===== config.mk =====
export PLATFORM = sky130hd
export DESIGN_NAME = imm_encoder
export DESIGN_NICKNAME = d
export VERILOG_FILES = /design/src/rtl/imm_encoder.sv
export SDC_FILE = /design/constraint.sdc
export NUM_CORES = 1
export LEC_CHECK = 0
export ABC_AREA = 0
export BUFFER_PORTS_ARGS = -buffer_cell sky130_fd_sc_hd__buf_2
export CORE_MARGIN = 2
export CORE_UTILIZATION = 60
export CTS_CLUSTER_DIAMETER = 100
export CTS_CLUSTER_SIZE = 30
export DETAILED_ROUTE_END_ITERATION = 8
export PLACE_DENSITY = 0.9
export RECOVER_POWER = 100
export SYNTH_ARGS = -nofsm -noshare
export SYNTH_HDL_FRONTEND = slang
export SYNTH_SLANG_ARGS = --single-unit

===== constraint.sdc =====
create_clock -name clk_i -period 11.7 [get_ports clk_i]
set_input_delay 0 -clock clk_i [delete_from_list [all_inputs] [get_ports clk_i]]
set_output_delay 0 -clock clk_i [all_outputs]
set_load 0.01 [all_outputs]

===== src/rtl/imm_encoder.sv =====
// RV32I instruction packer: combinational field/immediate encoding with range checks,
// streamed through a 2-entry output FIFO with a per-word byte address.
module imm_encoder #(
    parameter int unsigned       ADDR_W    = 32,
    parameter logic [ADDR_W-1:0] BASE_ADDR = '0
) (
    input  logic              clk_i,
    input  logic              rst_ni,
    input  logic              clear_i,
    input  logic              valid_i,
    output logic              ready_o,
    input  logic [2:0]        fmt_i,
    input  logic [6:0]        opcode_i,
    input  logic [2:0]        funct3_i,
    input  logic [6:0]        funct7_i,
    input  logic [4:0]        rd_i,
    input  logic [4:0]        rs1_i,
    input  logic [4:0]        rs2_i,
    input  logic [31:0]       imm_i,
    output logic              valid_o,
    input  logic              ready_i,
    output logic [31:0]       instr_o,
    output logic [ADDR_W-1:0] addr_o,
    output logic              err_o,
    output logic              err_sticky_o
);

    localparam logic [2:0]  FMT_R     = 3'd0;
    localparam logic [2:0]  FMT_I     = 3'd1;
    localparam logic [2:0]  FMT_SHIFT = 3'd2;
    localparam logic [2:0]  FMT_S     = 3'd3;
    localparam logic [2:0]  FMT_B     = 3'd4;
    localparam logic [2:0]  FMT_J     = 3'd5;
    localparam logic [31:0] NOP_WORD  = 32'h0000_0013;

    logic [31:0]       enc_word;
    logic              enc_err;

    logic [31:0]       buf_instr [2];
    logic [ADDR_W-1:0] buf_addr  [2];
    logic              buf_err   [2];
    logic              wr_ptr;
    logic              rd_ptr;
    logic [1:0]        count;
    logic [ADDR_W-1:0] addr_cnt;
    logic              sticky;
    logic              push;
    logic              pop;

    // Range checks are sign-extension tests: all bits above the field's sign bit must match it.
    always_comb begin
        enc_word = NOP_WORD;
        enc_err  = 1'b1;
        case (fmt_i)
            FMT_R: begin
                enc_word = {funct7_i, rs2_i, rs1_i, funct3_i, rd_i, opcode_i};
                enc_err  = 1'b0;
            end
            FMT_I: begin
                enc_word = {imm_i[11:0], rs1_i, funct3_i, rd_i, opcode_i};
                enc_err  = !((&imm_i[31:11]) || !(|imm_i[31:11]));
            end
            FMT_SHIFT: begin
                enc_word = {funct7_i, imm_i[4:0], rs1_i, funct3_i, rd_i, opcode_i};
                enc_err  = |imm_i[31:5];
            end
            FMT_S: begin
                enc_word = {imm_i[11:5], rs2_i, rs1_i, funct3_i, imm_i[4:0], opcode_i};
                enc_err  = !((&imm_i[31:11]) || !(|imm_i[31:11]));
            end
            FMT_B: begin
                enc_word = {imm_i[12], imm_i[10:5], rs2_i, rs1_i, funct3_i,
                            imm_i[4:1], imm_i[11], opcode_i};
                enc_err  = !((&imm_i[31:12]) || !(|imm_i[31:12])) || imm_i[0];
            end
            FMT_J: begin
                enc_word = {imm_i[20], imm_i[10:1], imm_i[11], imm_i[19:12], rd_i, opcode_i};
                enc_err  = !((&imm_i[31:20]) || !(|imm_i[31:20])) || imm_i[0];
            end
            default: begin
                enc_word = NOP_WORD;
                enc_err  = 1'b1;
            end
        endcase
    end

    // clear_i suppresses both handshakes so a flush never races a same-cycle push or pop.
    assign ready_o = (count != 2'd2);
    assign valid_o = (count != 2'd0);
    assign push    = valid_i && ready_o && !clear_i;
    assign pop     = valid_o && ready_i && !clear_i;

    always_ff @(posedge clk_i) begin
        if (!rst_ni) begin
            buf_instr[0] <= '0;
            buf_instr[1] <= '0;
            buf_addr[0]  <= BASE_ADDR;
            buf_addr[1]  <= BASE_ADDR;
            buf_err[0]   <= 1'b0;
            buf_err[1]   <= 1'b0;
            wr_ptr       <= 1'b0;
            rd_ptr       <= 1'b0;
            count        <= '0;
            addr_cnt     <= BASE_ADDR;
            sticky       <= 1'b0;
        end else if (clear_i) begin
            wr_ptr   <= 1'b0;
            rd_ptr   <= 1'b0;
            count    <= '0;
            addr_cnt <= BASE_ADDR;
            sticky   <= 1'b0;
        end else begin
            if (push) begin
                buf_instr[wr_ptr] <= enc_word;
                buf_addr[wr_ptr]  <= addr_cnt;
                buf_err[wr_ptr]   <= enc_err;
                wr_ptr            <= ~wr_ptr;
                addr_cnt          <= addr_cnt + ADDR_W'(4);
                if (enc_err) begin
                    sticky <= 1'b1;
                end
            end
            if (pop) begin
                rd_ptr <= ~rd_ptr;
            end
            case ({push, pop})
                2'b10:   count <= count + 2'd1;
                2'b01:   count <= count - 2'd1;
                default: count <= count;
            endcase
        end
    end

    assign instr_o      = buf_instr[rd_ptr];
    assign addr_o       = buf_addr[rd_ptr];
    assign err_o        = buf_err[rd_ptr];
    assign err_sticky_o = sticky;

endmodule

==> After elaboration in Yosys (flattened, before gate mapping) <==
Memory sizes are Yosys's and may differ from the RTL's. A register that Yosys moved wholly into a read port is not among the register bits.
Cells that the tools add are included.
{ "totals": {"reg_bits": 37, "ram_bits": 130, "out_inout_bits": 68, "n_memories": 3} }
{ "mem_list": {"columns": ["name", "words", "word_bits", "rd", "rd_ports_with_merged_regs", "wr", "line", "text"], "rows": [
  ["buf_addr", 2, 32, 1, 1, 2, "40", "logic [ADDR_W-1:0] buf_addr [2];"],
  ["buf_instr", 2, 32, 1, 1, 2, "39", "logic [31:0] buf_instr [2];"],
  ["buf_err", 2, 1, 1, 1, 2, "41", "logic buf_err [2];"]
]} }
{ "classes": {"addsub": 3, "eq_ne": 8, "muxes": 23, "n_bitwise": 3, "n_reduce_logical": 32} }
{ "op_table": {"columns": ["operator", "n"], "rows": [
  ["32-bit one-hot mux with 6 select lines", 1],
  ["32-bit 2-to-1 mux", 2],
  ["32-bit OR reduction", 2],
  ["32-bit by 3-bit adder with 32-bit output (second input constant)", 1],
  ["27-bit OR reduction", 1],
  ["21-bit AND reduction", 1],
  ["21-bit OR reduction", 1],
  ["20-bit AND reduction", 1],
  ["20-bit OR reduction", 1],
  ["1-bit 2-to-1 mux", 18],
  ["12-bit AND reduction", 1],
  ["12-bit OR reduction", 1],
  ["1-bit zero test", 7],
  ["3-bit by 2-bit equality test with 1-bit output (second input constant)", 2],
  ["3-bit equality test (second input constant)", 2],
  ["1-bit logical OR", 5],
  ["1-bit one-hot mux with 5 select lines", 1],
  ["1-bit logical AND", 4],
  ["2-bit one-hot mux with 2 select lines", 1],
  ["2-bit nonzero test", 2],
  ["2-bit OR reduction", 2],
  ["3-bit by 1-bit equality test with 1-bit output (second input constant)", 1],
  ["3-bit zero test", 1],
  ["1-bit inverter", 3],
  ["7 further kinds", 7]
]} }

==> Longest topological paths before layout <==
Gate-level depths: netlist of the first run.
{ "logic_depth": {"depth_word": 9, "ltp_mapped": 7, "mapped_depth_nobuf": 7} }

==> Worst setup path after synthesis of the first run <==
No wires, ideal clock.
{ "synth_path": {"kind": "reg-to-reg", "startpoint": "register count[0]", "endpoint": "memory buf_addr[0][10], enable pin", "setup_ns": 0.568, "arrival_ns": 5.182, "required_ns": 11.132, "path_slack_ns": 5.950, "stages_incl_launch_ff": 5, "path_buffers": 0, "cell_sequence": "dfxtp_1 > nor2b_1 > nor3_1 > inv_1 > o21ai_0"} }
{ "synth_rtl": {"columns": ["element", "line", "text"], "rows": [
  ["from (decl)", "44", "logic [1:0] count;"],
  ["from (signal assigned)", "127", "2'b10: count <= count + 2'd1;"],
  ["from (signal assigned)", "128", "2'b01: count <= count - 2'd1;"],
  ["from (signal assigned)", "129", "default: count <= count;"],
  ["to (decl)", "40", null]
]} }

==> insert_results.sql, run 1 <==
INSERT INTO impl_metrics (metric_group, metric, value, unit) VALUES
('status', 'run_status', 'finished, violations left', ''),
('status', 'violations', 'negative hold slack, max-capacitance violations, max-slew violations', ''),
('worst_hold_path', 'hold_path.class', 'in2reg', ''),
('job', 'max_cap_violations', '5', ''),
('die', 'initial_utilization', '61.6', '%'),
('critical_path', 'cp_top_family', 'buffers and inverters', ''),
('critical_path', 'timing.critical_path.slowest_cell_delay', '2.26', 'ns'),
('layout', 'layout_common_cells', 'sky130_fd_sc_hd__edfxtp_1 (124), sky130_fd_sc_hd__nor2_1 (87), sky130_fd_sc_hd__buf_2 (84)', ''),
('clock_network', 'clkSinkCount', '162', ''),
('timing', 'finalWorstSetupSlack', '6.88', 'ns'),
('die', 'core_footprint', '0.0127', 'mm²'),
('grt', 'grt_pass1_vias', '5867', ''),
('route', 'drt_drc_violations_left', '0', ''),
('clock_network', 'numCtsBuffers', '17', ''),
('critical_path', 'worst_r2r_startpoint', 'count[0]', ''),
('clock_network', 'clock_transition_at_the_registers_of_the_reported_paths', '0.06', 'ns'),
('critical_path', 'critical_path.endpoint_type', 'flip-flop', ''),
('yosys', 'ys_ff_latch', '162', ''),
('critical_path', 'setup.worst_path.class', 'reg2reg', ''),
('yosys', 'asyncSetResetFlopFracSynth', '0', '%'),
('power', 'power.density', '141', 'mW/mm²'),
('die', 'die_h', '118', 'µm'),
('power', 'power_leakage', '3.50', 'nW'),
('place', 'gpl.final_weighted_congestion', '0.917', ''),
('die', 'rows', '41', ''),
('critical_path', 'cell_breakdown_of_the_critical_path', 'nor2b_1, nor3_1, inv_1, o21ai_0, clkbuf_1', ''),
('grt', 'grt_util_all_layers', '26.7', '%'),
('yosys', 'synth_sequential_area_ratio', '57.5', '%'),
('die', 'die_w', '118', 'µm'),
('layout', 'layout_commonest_cell', 'sky130_fd_sc_hd__edfxtp_1', ''),
('power', 'power_switching', '0.296', 'mW'),
('place', 'port_buffers', '137', ''),
('timing', 'fin_setup_tns', '0', 'ns'),
('yosys', 'yosys_warnings', '0', ''),
('timing', 'final.hold.worst_slack', '-0.00721', 'ns'),
('route', 'routed_wl', '18500', 'µm'),
('power', 'power_frac_clock', '41.1', '%'),
('clock_network', 'worst_skew_pair.late_latency', '0.42', 'ns'),
('yosys', 'postSynthCellCount', '687', ''),
('place', 'post_placement_cell_count', '956', ''),
('route', 'via_to_cell_ratio', '5.92', ''),
('power', 'power.share.switching', '22.9', '%'),
('critical_path', 'cp.required', '11.66', 'ns'),
('timing', 'fmaxAchievable', '208', 'MHz'),
('route', 'drtIter0Drc', '566', ''),
('place', 'detailed_place.area', '0.00857', 'mm²'),
('power', 'vdd.ir_drop.worst', '0.0913', 'mV'),
('clock_network', 'cts.htree.levels', '4', ''),
('layout', 'num-nets-final', '893', ''),
('timing', 'finalSetupViolCount', '0', ''),
('clock_network', 'post_cts_resized', '0', ''),
('critical_path', 'cpMaxStageDelayCell', 'sky130_fd_sc_hd__clkbuf_1', ''),
('clock_network', 'cts_tree', 'done', ''),
('critical_path', 'startpoint', 'count[0]', ''),
('route', 'route.vias.total', '5947', ''),
('power', 'pwr-share-comb', '8.8', '%'),
('grt', 'grt_max_degree', '54', ''),
('grt', 'grt_overflow_total', '0', ''),
('yosys', 'synthFlopType', 'sky130_fd_sc_hd__edfxtp_1', ''),
('timing', 'final_setup_skew', '0.00970', 'ns'),
('yosys', 'post_synth_instance_area', '0.00780', 'mm²'),
('timing', 'relSlewSlack', '-106', '%'),
('clock_network', 'cts.root.buffer_cell', 'sky130_fd_sc_hd__clkbuf_16', ''),
('yosys', 'synth_enable_flop_cells', '124', ''),
('yosys', 'synth.avg_cell_area', '11.4', 'µm²'),
('power', 'power.sequential.fraction', '50.1', '%'),
('grt', 'antenna_found_initial', '0', ''),
('timing', 'fin_crit', '4.82', 'ns'),
('timing', 'slew_violations', '136', ''),
('timing', 'timing.final.hold_violations', '1', ''),
('place', 'dp_worst_setup_slack', '8.95', 'ns');
[cell families after synthesis]
group                      count (synthesis)  share of synthesized area, %
AOI/OAI and AO/OA                         93                          6.99
xor gates and xnor gates                  19                          2.13
adders and majority gates                  2                         0.321
buffers and inverters                     56                          2.92
DFF                                      162                          57.5
muxes                                     80                          11.3
other                                      1                        0.0481
and+or+nand+nor                          274                          18.8
[power by group through the flow]
stage / Combinational [mW] / Sequential (mW) / Clock, mW
floorplan: 0.0665 / 0.660 / 0
global placement: 0.108 / 0.659 / 0
detailed placement: 0.112 / 0.661 / 0
CTS: 0.117 / 0.649 / 0.534
global route: 0.122 / 0.652 / 0.560
finish: 0.113 / 0.649 / 0.532
[synthesized netlist by cell type (14+ instances only)]
| cell type | n | share of area [%] |
|---|---|---|
| sky130_fd_sc_hd__mux2i_1 | 15 | 1.9 |
| sky130_fd_sc_hd__a21oi_1 | 40 | 2.6 |
| sky130_fd_sc_hd__edfxtp_1 | 124 | 48 |
| sky130_fd_sc_hd__and2_1 | 40 | 3.2 |
| sky130_fd_sc_hd__nand4_1 | 14 | 1.1 |
| sky130_fd_sc_hd__nor2_1 | 87 | 4.2 |
| sky130_fd_sc_hd__o21ai_0 | 18 | 1.2 |
| sky130_fd_sc_hd__nand2_1 | 29 | 1.4 |
| sky130_fd_sc_hd__nor2b_1 | 24 | 1.9 |
| sky130_fd_sc_hd__xor2_1 | 16 | 1.8 |
| sky130_fd_sc_hd__clkbuf_1 | 31 | 1.5 |
| sky130_fd_sc_hd__and3_1 | 35 | 2.8 |
| sky130_fd_sc_hd__dfxtp_1 | 38 | 9.8 |
| sky130_fd_sc_hd__mux2_2 | 65 | 9.4 |
[worst paths after layout]
kind / slack (ns) / to / cells after the start
setup reg to reg: 6.88 / buf_addr[0][5] / 5
hold reg to reg: 0.49 / addr_cnt[27] / 2
setup / recovery: 6.88 / buf_addr[0][5] / 5
hold / removal: -0.007 / addr_cnt[23] / 3
[per-layer routing]
metal | up-vias | global-route usage, % | part of all wire, %
met5 | - | 0 | 0
met4 | 0 | 10.5 | 1.9
met3 | 46 | 4.94 | 8.0
met2 | 355 | 46.1 | 51
met1 | 2786 | 33.4 | 39
li1 | 2760 | - | -
[worst register-to-register path, delay by kind of cell, from the launching register on]
kind / cells / cell delay, ns
AOI/OAI and AO/OA: 1 / 1.10
buffers and inverters: 2 / 2.38
DFF: 1 / 0.40
and+or+nand+nor: 2 / 0.44
[final cells by class]
cell class,instances,area [µm²]
clock buffers,18,429
inverters,9,33.8
multi-input cells,470,3060
fillers,864,3510
well taps,172,215
clock inverters,14,140
repair buffers,159,802
flip-flops and latches,162,4480
[stage by stage]
stage	hold slack (ns)	utilization (%)
floorplan	0.160	-
global placement	0.321	67.7
detailed placement	0.333	67.7
CTS	0.00589	73.4
global route	-0.00915	72.3
finish	-0.00721	72.3
[timing repair]
action / 4_1_cts / 5_1_grt
hold endpoints to repair: 31 / 0
buffers inserted: 0 / 0
hold buffers: 16 / 0
[flip-flops by register name, indices dropped and copies added (netlist names), named ones only]
register and cells:
buf_err 2, rd_ptr 1, buf_addr 60, wr_ptr 1, count 2, buf_instr 64
addr_cnt 30, err_sticky_o 1
Power figures use the tool's default switching activity.
==> inputs of run 2 (changes only) <==
CORE_UTILIZATION = 51   (was 60)
PLACE_DENSITY = 0.82   (was 0.9)
clock period = 4.3 ns   (was 11.7 ns; I/O delays follow)
==> insert_results.sql, run 2 (same netlist as run 1, synthesis figures left out) <==
INSERT INTO impl_metrics (metric_group, metric, value, unit) VALUES
('timing', 'final_setup_skew', '0.00839', 'ns'),
('route', 'drt_drc_violations_left', '0', ''),
('die', 'die_h', '128', 'µm'),
('grt', 'grt-busiest-layer', 'met2', ''),
('layout', 'syn2layout_area_growth', '19.2', '%'),
('clock_network', 'clock_transition_at_the_registers_of_the_reported_paths', '0.07', 'ns'),
('worst_hold_path', 'hold_path.class', 'in2reg', ''),
('power', 'pwr-share-comb', '8.7', '%'),
('clock_network', 'cts_tree', 'done', ''),
('clock_network', 'clkSinkCount', '162', ''),
('die', 'floorplan.io_pins', '140', ''),
('route', 'via_to_cell_ratio', '5.69', ''),
('critical_path', 'cell_breakdown_of_the_critical_path', 'nor2b_1, inv_1, nand4_1, clkbuf_1, nand2_2, buf_4', ''),
('timing', 'setup_repair_after_global_routing_missed_its_margin', 'false', ''),
('timing', 'fin_setup_tns', '0', 'ns'),
('die', 'rows', '45', ''),
('place', 'detailed_place.area', '0.00862', 'mm²'),
('layout', 'largest_registers', 'buf_instr x64, buf_addr x60, addr_cnt x30', ''),
('critical_path', 'path_max_fanout', '52', ''),
('timing', 'relSlewSlack', '-41.1', '%'),
('layout', 'filler_cell_count', '1247', ''),
('layout', 'number_of_flip_flops_in_the_largest_register', '64', ''),
('worst_hold_path', 'worst_hold_path.endpoint', 'buf_instr[1][28]', ''),
('status', 'violations', 'max-capacitance violations, max-slew violations', ''),
('critical_path', 'worst_r2r_startpoint', 'count[1]', ''),
('power', 'power_leakage', '3.58', 'nW'),
('critical_path', 'cpMaxStageDelayCell', 'sky130_fd_sc_hd__clkbuf_1', ''),
('layout', 'share_of_post_route_cells_with_drive_strength_above_1', '22.0', '%'),
('route', 'route.antenna.remaining_nets', '0', ''),
('power', 'power.density', '386', 'mW/mm²'),
('layout', 'layout_commonest_cell', 'sky130_fd_sc_hd__edfxtp_1', ''),
('critical_path', 'critical_path.endpoint_type', 'flip-flop', ''),
('timing', 'timing.final.hold_violations', '0', ''),
('timing', 'fmaxAchievable', '302', 'MHz'),
('power', 'power.sequential.fraction', '49.1', '%'),
('timing', 'finalSetupViolCount', '0', ''),
('layout', 'insertedDiodeCount', '0', ''),
('die', 'die_area', '0.0163', 'mm²'),
('timing', 'timing.final.crit_share', '77.1', '%'),
('route', 'dr.pass1.iters', '5', ''),
('place', 'port_buffers', '137', ''),
('worst_hold_path', 'holdCritStartpoint', 'imm_i[8]', ''),
('timing', 'tightestPinTransition', '2.11', 'ns'),
('place', 'post-dp-hpwl', '11600', 'µm'),
('clock_network', 'cts.htree.levels', '4', ''),
('critical_path', 'cp.required', '4.39', 'ns'),
('critical_path', 'setup.worst_path.class', 'reg2reg', ''),
('critical_path', 'r2r.worst_path.cells', '6', ''),
('power', 'vdd.ir_drop.worst', '0.252', 'mV'),
('job', 'max_cap_violations', '3', ''),
('timing', 'slew_violations', '117', ''),
('grt', 'grt_pass1_vias', '5431', ''),
('grt', 'grt_max_degree', '53', ''),
('worst_hold_path', 'hold-path-cell-count', '4', ''),
('die', 'die_w', '128', 'µm'),
('clock_network', 'numCtsBuffers', '17', ''),
('layout', 'multiInputGateArea', '0.00308', 'mm²'),
('critical_path', 'critPathLaunchType', 'flip-flop', ''),
('power', 'power_switching', '0.837', 'mW'),
('route', 'routed_wl', '18100', 'µm'),
('power', 'power.share.switching', '23.3', '%'),
('place', 'gpl.final_weighted_congestion', '0.802', ''),
('power', 'cell_internal_pwr', '2.76', 'mW'),
('layout', 'layout_common_cells', 'sky130_fd_sc_hd__edfxtp_1 (124), sky130_fd_sc_hd__buf_2 (90), sky130_fd_sc_hd__nor2_1 (86)', ''),
('timing', 'fin_crit', '3.31', 'ns'),
('layout', 'fin_area', '0.00930', 'mm²'),
('route', 'drtIter0Drc', '482', ''),
('critical_path', 'cp.arrival', '3.40', 'ns'),
('clock_network', 'cts_post_setup_buffers_inserted', '0', ''),
('clock_network', 'cts.root.buffer_cell', 'sky130_fd_sc_hd__clkbuf_16', ''),
('critical_path', 'reg2reg_setup_slack', '0.99', 'ns'),
('critical_path', 'timing.critical_path.slowest_cell_delay', '1.08', 'ns'),
('grt', 'groute.layer.met3.usage', '5.09', '%'),
('route', 'detail_route.wl_per_cell', '17.7', 'µm'),
('route', 'route.vias.total', '5831', ''),
('grt', 'globalRouteMet1Util', '30.9', '%'),
('clock_network', 'cts_buffer_depth', '2', ''),
('die', 'core_footprint', '0.0151', 'mm²'),
('grt', 'first_pass_grt_wire_length', '28600', 'µm'),
('status', 'run_status', 'finished, violations left', ''),
('power', 'power_frac_clock', '42.2', '%'),
('layout', 'max_flop_register', 'buf_instr', ''),
('grt', 'antenna_found_initial', '0', ''),
('die', 'initial_utilization', '51.7', '%'),
('grt', 'met2_usage', '37.0', '%'),
('clock_network', 'worst_skew_pair.late_latency', '0.43', 'ns'),
('grt', 'grt_util_all_layers', '22.7', '%'),
('layout', 'num-nets-final', '897', ''),
('critical_path', 'end_of_the_worst_register_to_register_path', 'buf_addr[1][22]', ''),
('layout', 'final-seq-area', '0.00448', 'mm²'),
('grt', 'grt_overflow_total', '0', '');
-- run 2: power groups by stage --
stage	combinational [mW]	clock (mW)	sequential, mW
2_1_floorplan	0.181	0	1.79
3_3_place_gp	0.305	0	1.79
5_1_grt	0.343	1.60	1.77
3_5_place_dp	0.309	0	1.80
6_report	0.313	1.52	1.76
4_1_cts	0.323	1.54	1.76
-- run 2: how the worst max path moves through the flow --
| stage | startpoint | end | slack, ns | cells past startpoint |
|---|---|---|---|---|
| after floorplan | count[0] | buf_addr[0][10] | 0.22 | 4 |
| after global placement | count[1] | buf_instr[0][5] | 1.81 | 7 |
| after detailed placement | count[0] | buf_addr[0][30] | 1.64 | 5 |
| after CTS | count[1] | buf_instr[0][10] | 1.61 | 7 |
| after global routing | count[1] | buf_addr[1][16] | 0.68 | 6 |
| final | count[1] | buf_addr[1][22] | 0.99 | 6 |
-- run 2: worst max-delay path, delay by kind of cell, from the launching register on --
family | cells | cell delay (ns)
and+or+nand+nor | 3 | 0.87
DFF | 1 | 0.35
buffers and inverters | 3 | 1.71
-- run 2: final cells by class --
| cell class | count | area share [%] |
|---|---|---|
| Clock buffer | 20 | 5.26 |
| Timing Repair Buffer | 163 | 9.22 |
| Multi-Input combinational cell | 470 | 33.2 |
| Tap cell | 188 | 2.53 |
| Sequential cell | 162 | 48.2 |
| Clock inverter | 12 | 1.25 |
| Inverter | 9 | 0.363 |
-- run 2: metal layers --
metal	wire (µm)	share of wire, %
met1	8020	44
met2	8660	48
met3	1210	6.7
met4	236	1.3
met5	0	0
-- run 2: stage by stage --
stage	power (mW)	setup WS (ns)	cells	hold WS, ns	utilization, %
6_report	3.59	0.987	1024	0.0168	61.6
4_1_cts	3.63	1.61	1024	0.00939	62.2
3_5_place_dp	2.11	1.64	975	0.311	57.1
5_1_grt	3.71	0.682	1024	0.0256	61.6
2_1_floorplan	1.97	0.225	688	0.160	-
3_3_place_gp	2.10	1.81	975	0.307	57.1
-- run 2: what timing repair did --
item	4_1_cts	5_1_grt
hold endpoints to repair	33	0
setup endpoints to repair	0	0
hold buffers	17	0
gates resized for setup	0	0
